### src/rtl/bmp_ram_arbiter.sv
// bmp_ram_arbiter: two-requester (writer/reader) arbiter onto a single-port RAM
// with round-robin tie break, bounded bursts and address range checking.
`default_nettype none

module bmp_ram_arbiter #(
  parameter int ADDR_WIDTH     = 20,
  parameter int BYTE_WIDTH     = 8,
  parameter int BMP_TOTAL_SIZE = 786486,
  parameter int MAX_BURST      = 16
) (
  input  logic                  clk,
  input  logic                  rst_n,
  input  logic                  wr_req,
  input  logic [ADDR_WIDTH-1:0] wr_addr,
  input  logic [BYTE_WIDTH-1:0] wr_data,
  output logic                  wr_gnt,
  input  logic                  rd_req,
  input  logic [ADDR_WIDTH-1:0] rd_addr,
  output logic                  rd_gnt,
  output logic [BYTE_WIDTH-1:0] rd_data,
  output logic                  rd_valid,
  output logic                  addr_err,
  output logic                  RAM_ren,
  output logic                  RAM_wen,
  output logic [ADDR_WIDTH-1:0] RAM_addr,
  output logic [BYTE_WIDTH-1:0] RAM_in,
  input  logic [BYTE_WIDTH-1:0] RAM_out
);

  localparam int                  CW         = $clog2(MAX_BURST + 1);
  localparam logic [ADDR_WIDTH:0] LIMIT      = (ADDR_WIDTH + 1)'(BMP_TOTAL_SIZE);
  localparam logic [CW-1:0]       BURST_LAST = CW'(MAX_BURST - 1);

  typedef enum logic [1:0] {
    IDLE = 2'd0,
    WR   = 2'd1,
    RD   = 2'd2
  } state_t;

  state_t        state;
  logic [CW-1:0] cnt;
  logic          rr_rd;   // 1: reader owned the port last, so the writer wins a tie
  logic          wr_oor;
  logic          rd_oor;

  assign wr_oor = ({1'b0, wr_addr} >= LIMIT);
  assign rd_oor = ({1'b0, rd_addr} >= LIMIT);

  // Grants and strobes are combinational so a beat completes in the cycle it is offered.
  assign wr_gnt  = (state == WR) && wr_req;
  assign rd_gnt  = (state == RD) && rd_req;
  assign RAM_wen = wr_gnt && !wr_oor;
  assign RAM_ren = rd_gnt && !rd_oor;

  always_comb begin
    RAM_addr = '0;
    RAM_in   = '0;
    if (RAM_wen) begin
      RAM_addr = wr_addr;
      RAM_in   = wr_data;
    end else if (RAM_ren) begin
      RAM_addr = rd_addr;
    end
  end

  always_ff @(posedge clk or negedge rst_n) begin
    if (!rst_n) begin
      state    <= IDLE;
      cnt      <= '0;
      rr_rd    <= 1'b1;
      rd_data  <= '0;
      rd_valid <= 1'b0;
      addr_err <= 1'b0;
    end else begin
      rd_valid <= rd_gnt;
      addr_err <= (wr_gnt && wr_oor) || (rd_gnt && rd_oor);
      if (rd_gnt) rd_data <= rd_oor ? '0 : RAM_out;

      case (state)
        IDLE: begin
          cnt <= '0;
          if (wr_req && (!rd_req || rr_rd)) state <= WR;
          else if (rd_req)                  state <= RD;
        end
        WR: begin
          if (!wr_req) begin
            state <= rd_req ? RD : IDLE;
            rr_rd <= 1'b0;
            cnt   <= '0;
          end else if (cnt == BURST_LAST) begin
            // Burst limit only forces a handover when the reader is waiting.
            cnt <= '0;
            if (rd_req) begin
              state <= RD;
              rr_rd <= 1'b0;
            end
          end else begin
            cnt <= cnt + 1'b1;
          end
        end
        RD: begin
          if (!rd_req) begin
            state <= wr_req ? WR : IDLE;
            rr_rd <= 1'b1;
            cnt   <= '0;
          end else if (cnt == BURST_LAST) begin
            cnt <= '0;
            if (wr_req) begin
              state <= WR;
              rr_rd <= 1'b1;
            end
          end else begin
            cnt <= cnt + 1'b1;
          end
        end
        default: begin
          state <= IDLE;
          cnt   <= '0;
        end
      endcase
    end
  end

endmodule

`default_nettype wire

### config.mk
export PLATFORM = sky130hd
export DESIGN_NAME = bmp_ram_arbiter
export DESIGN_NICKNAME = d
export VERILOG_FILES = /design/src/rtl/bmp_ram_arbiter.sv
export SDC_FILE = /design/constraint.sdc
export NUM_CORES = 1
export LEC_CHECK = 0
export ABC_AREA = 1
export ABC_CLOCK_PERIOD_IN_PS = 3300
export BUFFER_PORTS_ARGS = -buffer_cell sky130_fd_sc_hd__buf_4
export CAP_MARGIN = 20
export CORE_MARGIN = 2
export CORE_UTILIZATION = 44
export DETAILED_ROUTE_END_ITERATION = 8
export HOLD_SLACK_MARGIN = 0.08
export PLACE_DENSITY = 0.82
export REMOVE_ABC_BUFFERS = 1
export SLEW_MARGIN = 20
export SYNTH_ARGS = -nofsm -noshare
export SYNTH_HDL_FRONTEND = slang
export SYNTH_SLANG_ARGS = --single-unit
### constraint.sdc
create_clock -name clk -period 3.3 [get_ports clk]
set_input_delay 0.66 -clock clk [delete_from_list [all_inputs] [get_ports clk]]
set_output_delay 0.66 -clock clk [all_outputs]
set_load 0.01 [all_outputs]
==> results_dict.tcl, run 1 <==
set metrics [dict create \
    fin_crit_ns 2.829 \
    ioPinCount 102 \
    r2r_cells 7 \
    hold_buffers 0 \
    async_flop_share 1.000 \
    grt_pass1_vias 1466 \
    rsz0062_at_grt "false" \
    crit_required_ns 2.64 \
    drt-initial-drc-count 44 \
    slew_violations 0 \
    grt_pass1_wl_mm 6.134 \
    finalCritPeriodShare 0.8573 \
    ys_ff_latch 18 \
    power_frac_comb 0.565 \
    synth.top_cell.area_share 0.2962 \
    clk_pin_slew_worst_paths_ns 0.10 \
    h-tree-depth 1 \
    clockBufferDepth 2 \
    p_sw_mw 0.4461 \
    remaining_drc_errors 0 \
    startpoint "rd_addr[7]" \
    first_pass_iters 4 \
    maxCapViolCount 0 \
    outcome "finished clean" \
    placementRows 20 \
    ant_nets 0 \
    fmax_mhz 353.5 \
    fillCellCount 293 \
    pwr-share-clk 0.122 \
    crit_arrival_ns 2.17 \
    viasPerCell 4.526 \
    start_kind "input pin" \
    leakagePower_nw 1.328 \
    cts_resized 0 \
    cp_max_fo 24 \
    slew_headroom 0.5667 \
    skew_ns 0.003336 \
    yosysUniqueCellTypes 22 \
    die_area_sq_um 3737 \
    core_area_sq_um 3078 \
    min_path_type "input pin to asynchronous set/reset pin" \
    start_util 0.4667 \
    area_delta_synth_final_pct 55.84 \
    sequentialPowerShare 0.313 \
    cts_inserted_buffers 3 \
    grt_max_degree 29 \
    intPower_mw 0.6658 \
    synth_ff_type "dfrtp_1" \
    yosys_warnings 0 \
    antenna_found_initial 0 \
    gp_congestion 0.9332 \
    via_count 1661 \
    cts_sinks 18 \
    dp_slack_ns 0.4721 \
    synthTopCellsByArea "dfrtp_1 30%, nand2_1 26%, nor2_1 7.3%" \
    grt.overflow.total 0 \
    n_antenna_cell 0 \
    critPathKind "input pin to output pin" \
    avgSynthCellArea_sq_um 6.441 \
    tightest_slew_ns 0.6493 \
    synth-edff-count 0 \
    total_power_mw 1.112 \
    synth_area_sq_um 1436 \
    setup_ws_ns 0.4709 \
    swShare 0.4012 \
    port_buffers 101 \
    power_density_nw_per_um2 496.8 \
    clkLatencyLatePin_ns 0.30 \
    fin_nets 389 \
    tns_ns 0 \
    post_cts_buffers 0 \
    cp-end-kind "output pin" \
    finalSetupViolCount 0 \
    yosys.area.top_type "dfrtp_1" \
    syn_inst 223 \
    cts_tree "yes" \
    die_w_microns 61.14 \
    hold_viol 0 \
    layout-drive-gt1-share 0.3839 \
    die_h_microns 61.14 \
    hpwl_mm 3.362 \
    synth_sequential_area_ratio 0.3145 \
    peakVddDrop_mv 0.3345 \
    root_buffer "clkbuf_4" \
    drt_wl_total_mm 4.037 \
    grt_usage 0.2166 \
    route.detailed.wl_per_inst_microns 11.00 \
    rr_startpoint "state[0]" \
]
==> cells in the mapped netlist (2+ instances only) <==
| cell | instances |
|---|---|
| nand2_1 | 98 |
| nor2_1 | 28 |
| inv_1 | 21 |
| dfrtp_1 | 17 |
| nand3_1 | 16 |
| nand3_2 | 10 |
| o21ai_0 | 6 |
| ha_1 | 5 |
| buf_2 | 4 |
| a21oi_1 | 3 |
| buf_4 | 2 |
| buf_6 | 2 |
| nand2_2 | 2 |
==> power groups by stage <==
stage,clock network (mW),registers (mW),logic [mW]
final,0.136,0.348,0.628
after global routing,0.146,0.356,0.695
after CTS,0.138,0.347,0.635
after detailed placement,0,0.350,0.634
after global placement,0,0.349,0.625
after floorplan,0,0.368,0.292
==> metal layers <==
metal | global-route usage | part of all wire
met5 | 0 | 0
met4 | 0.04658 | 0.013
met3 | 0.03571 | 0.050
met2 | 0.4119 | 0.52
met1 | 0.2526 | 0.41
==> flip-flops by register name (all words and copies together) (netlist names) <==
register  cells
addr_err      1
cnt           5
rr_rd         1
state         2
rd_data       8
rd_valid      1
==> path summary, 6_finish.rpt <==
| path | slack (ns) | end |
|---|---|---|
| worst max-delay path | 0.47 | RAM_addr[19] |
| worst min-delay path | 0.20 | cnt[0] |
| worst max register to register | 1.49 | rd_data[0] |
| worst min register to register | 0.47 | rr_rd |
| max in group asynchronous | 2.84 | rr_rd |
| min in group clk | 0.47 | rr_rd |
==> kinds of logic (layout without fill, tap and decap cells) <==
kind of cell / after synthesis / count (layout) / share of synthesized area
DFF: 18 / 18 / 0.3145
buffers and inverters: 30 / 130 / 0.1089
adders and majority gates: 5 / 5 / 0.04355
AOI/OAI and AO/OA: 10 / 10 / 0.03659
and+or+nand+nor: 158 / 158 / 0.4843
xor gates and xnor gates: 2 / 2 / 0.01220
==> metrics by stage <==
stage / utilization / hold slack (ns) / area [sq um] / std cells
finish: 0.7272 / 0.2036 / 2238 / 367
detailed placement: 0.7154 / 0.4545 / 2202 / 363
CTS: 0.7272 / 0.2104 / 2238 / 367
global route: 0.7272 / 0.2061 / 2238 / 367
global placement: 0.7154 / 0.4493 / 2202 / 363
floorplan: - / 0.3644 / 1359 / 214
==> worst max-delay path, cell delays in order <==
cell,delay [ns]
buf_4,0.11
or2_0,0.22
nor2_1,0.10
nand2_1,0.05
nand2_1,0.07
nand2_2,0.07
nor2_4,0.49
nand3_1,0.15
nand2_1,0.11
buf_4,0.12
==> area by class of cell <==
| cell class | instances | area, sq um | area share |
|---|---|---|---|
| inverters | 21 | 78.83 | 0.03522 |
| clock buffers | 4 | 36.28 | 0.01621 |
| multi-input cells | 175 | 828.3 | 0.3700 |
| flip-flops and latches | 18 | 451.7 | 0.2018 |
| well taps | 44 | 55.05 | 0.02459 |
| repair buffers | 105 | 788.3 | 0.3522 |
==> cells in the final DEF (no fill, tap or decap) <==
cell	count
nor2_4	1
o21ai_0	6
or2_0	1
xnor2_1	1
clkbuf_4	3
and2_0	1
ha_1	5
dfrtp_1	17
clkbuf_8	1
nand2_2	2
a21oi_1	3
nand3_2	10
nand2_1	98
dfstp_2	1
xor2_1	1
nand3_1	16
o211ai_1	1
or2_2	1
inv_1	21
nor2_1	28
buf_4	105
(Power assumes the default switching activity.)
==> inputs of run 2 (changes only) <==
CELL_PAD_IN_SITES_DETAIL_PLACEMENT = 1   (was unset)
CELL_PAD_IN_SITES_GLOBAL_PLACEMENT = 1   (was unset)
CORE_UTILIZATION = 28   (was 44)
MAX_ROUTING_LAYER = met4   (was unset)
==> run 2 against run 1 <==
Setup slack gained 0.12 ns. Register-to-register slack gained 0.05 ns. Clock power is 33% higher. Sequential cell count is the same. Global-route usage fell by 2.2 points. Via count increased by 6.3%. Cell count grew 7.1%. Clock skew shrank 0.0022 ns. Maximum frequency up 4.5%. Wire length grew 29%. Sequential power about the same. Combinational power grew 4.1%. Largest cell class unchanged. Largest power group unchanged. Highest routed layer unchanged.
==> results_dict.tcl, run 2 (synthesis results as in run 1) <==
set metrics [dict create \
    hold_viol 0 \
    remaining_drc_errors 0 \
    via_count 1766 \
    fin_crit_ns 2.707 \
    hpwl_mm 4.434 \
    grt_usage 0.1943 \
    die_h_microns 75.63 \
    skew_ns 0.001123 \
    cts_resized 0 \
    cp_max_fo 11 \
    core_area_sq_um 5042 \
    fin_nets 389 \
    maxCapViolCount 0 \
    power_density_nw_per_um2 513.3 \
    top_regs "rd_data x8, cnt x5, state x2" \
    layout_commonest_cell "buf_4" \
    clockBufferDepth 2 \
    grt.overflow.total 0 \
    leakagePower_nw 1.339 \
    layout-drive-gt1-share 0.3839 \
    cp_cell_sequence "buf_4 > nor2_1 > nand2_1 > nor2_1 > nand3_1 > nand2_1 > nand2_1 > inv_1 > buf_4 > nand2_1 > nand2_1 > buf_4" \
    ant_nets 0 \
    port_buffers 101 \
    start_util 0.2849 \
    critPathKind "input pin to output pin" \
    outcome "finished clean" \
    crit_required_ns 2.64 \
    gp_congestion 0.9023 \
    slew_violations 0 \
    final_cell_mix "104 x buf_4, 98 x nand2_1, 28 x nor2_1" \
    cp-end-kind "output pin" \
    slew_headroom 0.7653 \
    path_common_cell "nand2_1" \
    placementRows 26 \
    post-route-util 0.4566 \
    hold_buffers 0 \
    cts_sinks 18 \
    drt_wl_total_mm 5.225 \
    root_buffer "clkbuf_8" \
    die_w_microns 75.63 \
    die_area_sq_um 5719 \
    antenna_found_initial 0 \
    cts_inserted_buffers 3 \
    rsz0062_at_grt "false" \
    drt-initial-drc-count 45 \
    slowest_delay_ns 0.26 \
    critPathBufInv 4 \
    n_antenna_cell 0 \
    h-tree-depth 1 \
    regMostFlops "rd_data" \
    largest_reg_flops 8 \
    fmax_mhz 369.4 \
    tightest_slew_ns 0.3521 \
    first_pass_iters 4 \
    clk_pin_slew_worst_paths_ns 0.07 \
    finalCritPeriodShare 0.8203 \
    holdWs_ns 0.2638 \
    critPathSlowestCell "inv_1" \
    finalSetupViolCount 0 \
    route.detailed.wl_per_inst_microns 13.30 \
    critical_path.top_delay_family "buffers and inverters" \
    ioPinCount 102 \
    area_delta_synth_final_pct 60.28 \
    grt_pass1_wl_mm 8.286 \
    post_cts_buffers 0 \
    cts_tree "yes" \
    clkLatencyLatePin_ns 0.25 \
    peakVddDrop_mv 0.2882 \
    grt_pass1_vias 1755 \
    start_kind "input pin" \
    crit_arrival_ns 2.05 \
    grt_max_degree 29 \
    min_path_type "input pin to asynchronous set/reset pin" \
    tns_ns 0 \
    viasPerCell 4.494 \
]
==> run 2: report_power, final <==
part / internal [mW] / total, mW / switching [mW] / leakage, nW
Clock: 0.106 / 0.181 / 0.0751 / 0.0288
Sequential: 0.300 / 0.347 / 0.0464 / 0.235
Combinational: 0.304 / 0.654 / 0.350 / 1.08
==> run 2: metal layers <==
layer  GRT usage  up-vias  part of all wire
met5           -        -                 0
met4     0.03119        0             0.011
met3     0.02910        7             0.040
met2      0.3449       51              0.54
met1      0.2372      829              0.41
li1            -      879                 -
==> run 2: final cells by class <==
type,count,area [sq um]
clock buffers,4,55.05
fillers,680,2740
inverters,21,78.83
multi-input cells,175,828.3
flip-flops and latches,18,451.7
well taps,70,87.58
repair buffers,105,800.8
==> run 2: metrics by stage <==
| stage | total power [mW] | area, sq um | worst slack, ns | cells |
|---|---|---|---|---|
| CTS | 1.203 | 2302 | 0.5795 | 393 |
| finish | 1.182 | 2302 | 0.5931 | 393 |
| global route | 1.290 | 2302 | 0.4306 | 393 |
| global placement | 0.9931 | 2247 | 0.6356 | 389 |
| floorplan | 0.6600 | 1359 | 0.3663 | 214 |
| detailed placement | 1.014 | 2247 | 0.5821 | 389 |
==> run 2: worst paths after layout <==
kind	from	endpoint	slack, ns	cells after the start
min	rst_n	rd_data[6]	0.26	1
max in group asynchronous	rst_n	rr_rd	2.78	1
max	wr_addr[13]	RAM_addr[13]	0.59	12
min in group clk	rr_rd	rr_rd	0.47	2
max reg2reg	state[0]	cnt[3]	1.54	8
min reg2reg	rr_rd	rr_rd	0.47	2
==> inputs of run 3 (changes only) <==
ABC_CLOCK_PERIOD_IN_PS = 2200   (was 3300)
CORE_UTILIZATION = 24   (was 28)
PLACE_DENSITY = 0.74   (was 0.82)
clock period = 2.2 ns   (was 3.3 ns; I/O delays follow)
==> run 3 against run 2 <==
Wire length grew 2.2%. First-iteration DRC count shrank 13%. Hold slack gained 0.12 ns. Highest routed layer unchanged. Cell count grew 4.1%. Combinational power grew 74%. Sequential power grew 52%.
==> results_dict.tcl, run 3 (synthesis results as in run 1) <==
set metrics [dict create \
    crit_arrival_ns 1.71 \
    tightest_slew_ns 0.3064 \
    pwr-share-clk 0.137 \
    layout_commonest_cell "buf_4" \
    start_util 0.2455 \
    outcome "finished clean" \
    clockBufferDepth 2 \
    finalCritPeriodShare 0.9776 \
    intPower_mw 1.177 \
    grt.overflow.total 0 \
    cp-end-kind "output pin" \
    hpwl_mm 4.181 \
    placed_cell_area_sq_um 2281 \
    maxCapViolCount 0 \
    regMostFlops "rd_data" \
    h-tree-depth 1 \
    crit_required_ns 1.76 \
    root_buffer "clkbuf_8" \
    remaining_drc_errors 0 \
    layout.cells.non_filler 409 \
    top_regs "rd_data x8, cnt x5, state x2" \
    slew_headroom 0.7936 \
    power_frac_comb 0.590 \
    hold_viol 0 \
    critPathKind "flip-flop to output pin" \
    skew_ns 0.003120 \
    first_pass_iters 4 \
    die_h_microns 81.36 \
    core_area_sq_um 5851 \
    start_kind "flip-flop" \
    largest_reg_flops 8 \
    rsz0062_at_grt "true" \
    clk_pin_slew_worst_paths_ns 0.07 \
    port_buffers 101 \
    clkLatencyLatePin_ns 0.25 \
    critPathSlowestCell "dfrtp_2" \
    holdWs_ns 0.3809 \
    via_count 1800 \
    power_density_nw_per_um2 774.2 \
    gp_congestion 0.8570 \
    grt_usage 0.1619 \
    fin_nets 400 \
    drt-initial-drc-count 39 \
    grt_max_degree 26 \
    min_path_type "input pin to flip-flop" \
    slew_violations 0 \
    ant_nets 0 \
    die_area_sq_um 6619 \
    cts_sinks 18 \
    peakVddDrop_mv 0.2889 \
    viasPerCell 4.401 \
    cp_max_fo 11 \
    grt_pass1_vias 1757 \
    swShare 0.3891 \
    tns_ns 0 \
    route.detailed.wl_per_inst_microns 13.05 \
    leakagePower_nw 1.408 \
    layout-drive-gt1-share 0.4311 \
    cts_inserted_buffers 3 \
    drt_wl_total_mm 5.338 \
    cp_cell_sequence "ha_4 > nand2_2 > inv_2 > nand2_2 > inv_4 > buf_12 > buf_12 > nand2_1 > nand2_1 > buf_4" \
    sequentialPowerShare 0.273 \
    fmax_mhz 464.9 \
    fin_crit_ns 2.151 \
    final_cell_area_sq_um 2489 \
    slowest_delay_ns 0.44 \
    placementRows 28 \
    finalSetupViolCount 0 \
    dp.cells 396 \
    cts_tree "yes" \
    die_w_microns 81.36 \
    grt_pass1_wl_mm 8.169 \
    n_antenna_cell 0 \
    antenna_found_initial 0 \
    p_sw_mw 0.7497 \
    final_cell_mix "109 x buf_4, 95 x nand2_1, 28 x nor2_1" \
    total_power_mw 1.927 \
    area_delta_synth_final_pct 73.26 \
    ioPinCount 102 \
]
[run 3: changes by cell type in the layout (fill, tap and decap cells not counted), moves of 2 or more]
| cell | previous run | this run |
|---|---|---|
| buf_4 | 104 | 109 |
| buf_12 | 1 | 3 |
| inv_2 | 0 | 3 |
| nand2_2 | 2 | 5 |
| inv_1 | 21 | 17 |
| nand2_1 | 98 | 95 |
[run 3: layer usage]
metal  part of all wire  wire length, microns  global-route usage
met2               0.52                  2775              0.2877
met5                  0                     0                   -
met4              0.011                    61             0.02881
met3              0.039                   206             0.02333
met1               0.43                  2295              0.1958
[run 3: cell type report]
cell class,count,area (sq um)
repair buffers,116,952.2
multi-input cells,175,853.3
well taps,75,93.84
fillers,772,3362
clock buffers,4,55.05
inverters,21,81.33
flip-flops and latches,18,452.9
[run 3: worst max-delay path: cells and delay by family (launching register included)]
kind	cells	cell delay (ns)
DFF	1	0.44
and+or+nand+nor	4	0.34
adders and majority gates	1	0.18
buffers and inverters	5	0.51
[run 3: path summary, 6_finish.rpt]
check | cells after the start | endpoint | startpoint | slack (ns)
max reg2reg | 8 | cnt[0] | state[0] | 0.49
max in group asynchronous | 2 | rr_rd | rst_n | 1.36
min in group asynchronous | 2 | rd_data[2] | rst_n | 0.58
min reg2reg | 1 | cnt[0] | cnt[0] | 0.46
min | 3 | rd_data[2] | RAM_out[2] | 0.38
max | 10 | RAM_addr[6] | state[0] | 0.05
[run 3: through the flow]
step / setup WS [ns] / utilization
floorplan: -0.3990 / -
global placement: 0.1424 / 0.3899
detailed placement: 0.1078 / 0.3899
CTS: 0.01291 / 0.4136
global route: -0.05438 / 0.4254
finish: 0.04917 / 0.4254
[run 3: repair_timing]
action,CTS,global route
pin swaps,0,1
buffers inserted,1,5
hold buffers,1,0
setup endpoints to repair,28,20
endpoints found under the hold margin,17,0
cloned,1,1
gates resized for setup,9,5
[run 3: power groups by stage]
stage	sequential [mW]	clock [mW]	combinational, mW
floorplan	0.552	0	0.438
global placement	0.525	0	0.989
detailed placement	0.524	0	1.02
CTS	0.528	0.274	1.08
global route	0.537	0.283	1.26
finish	0.526	0.264	1.14
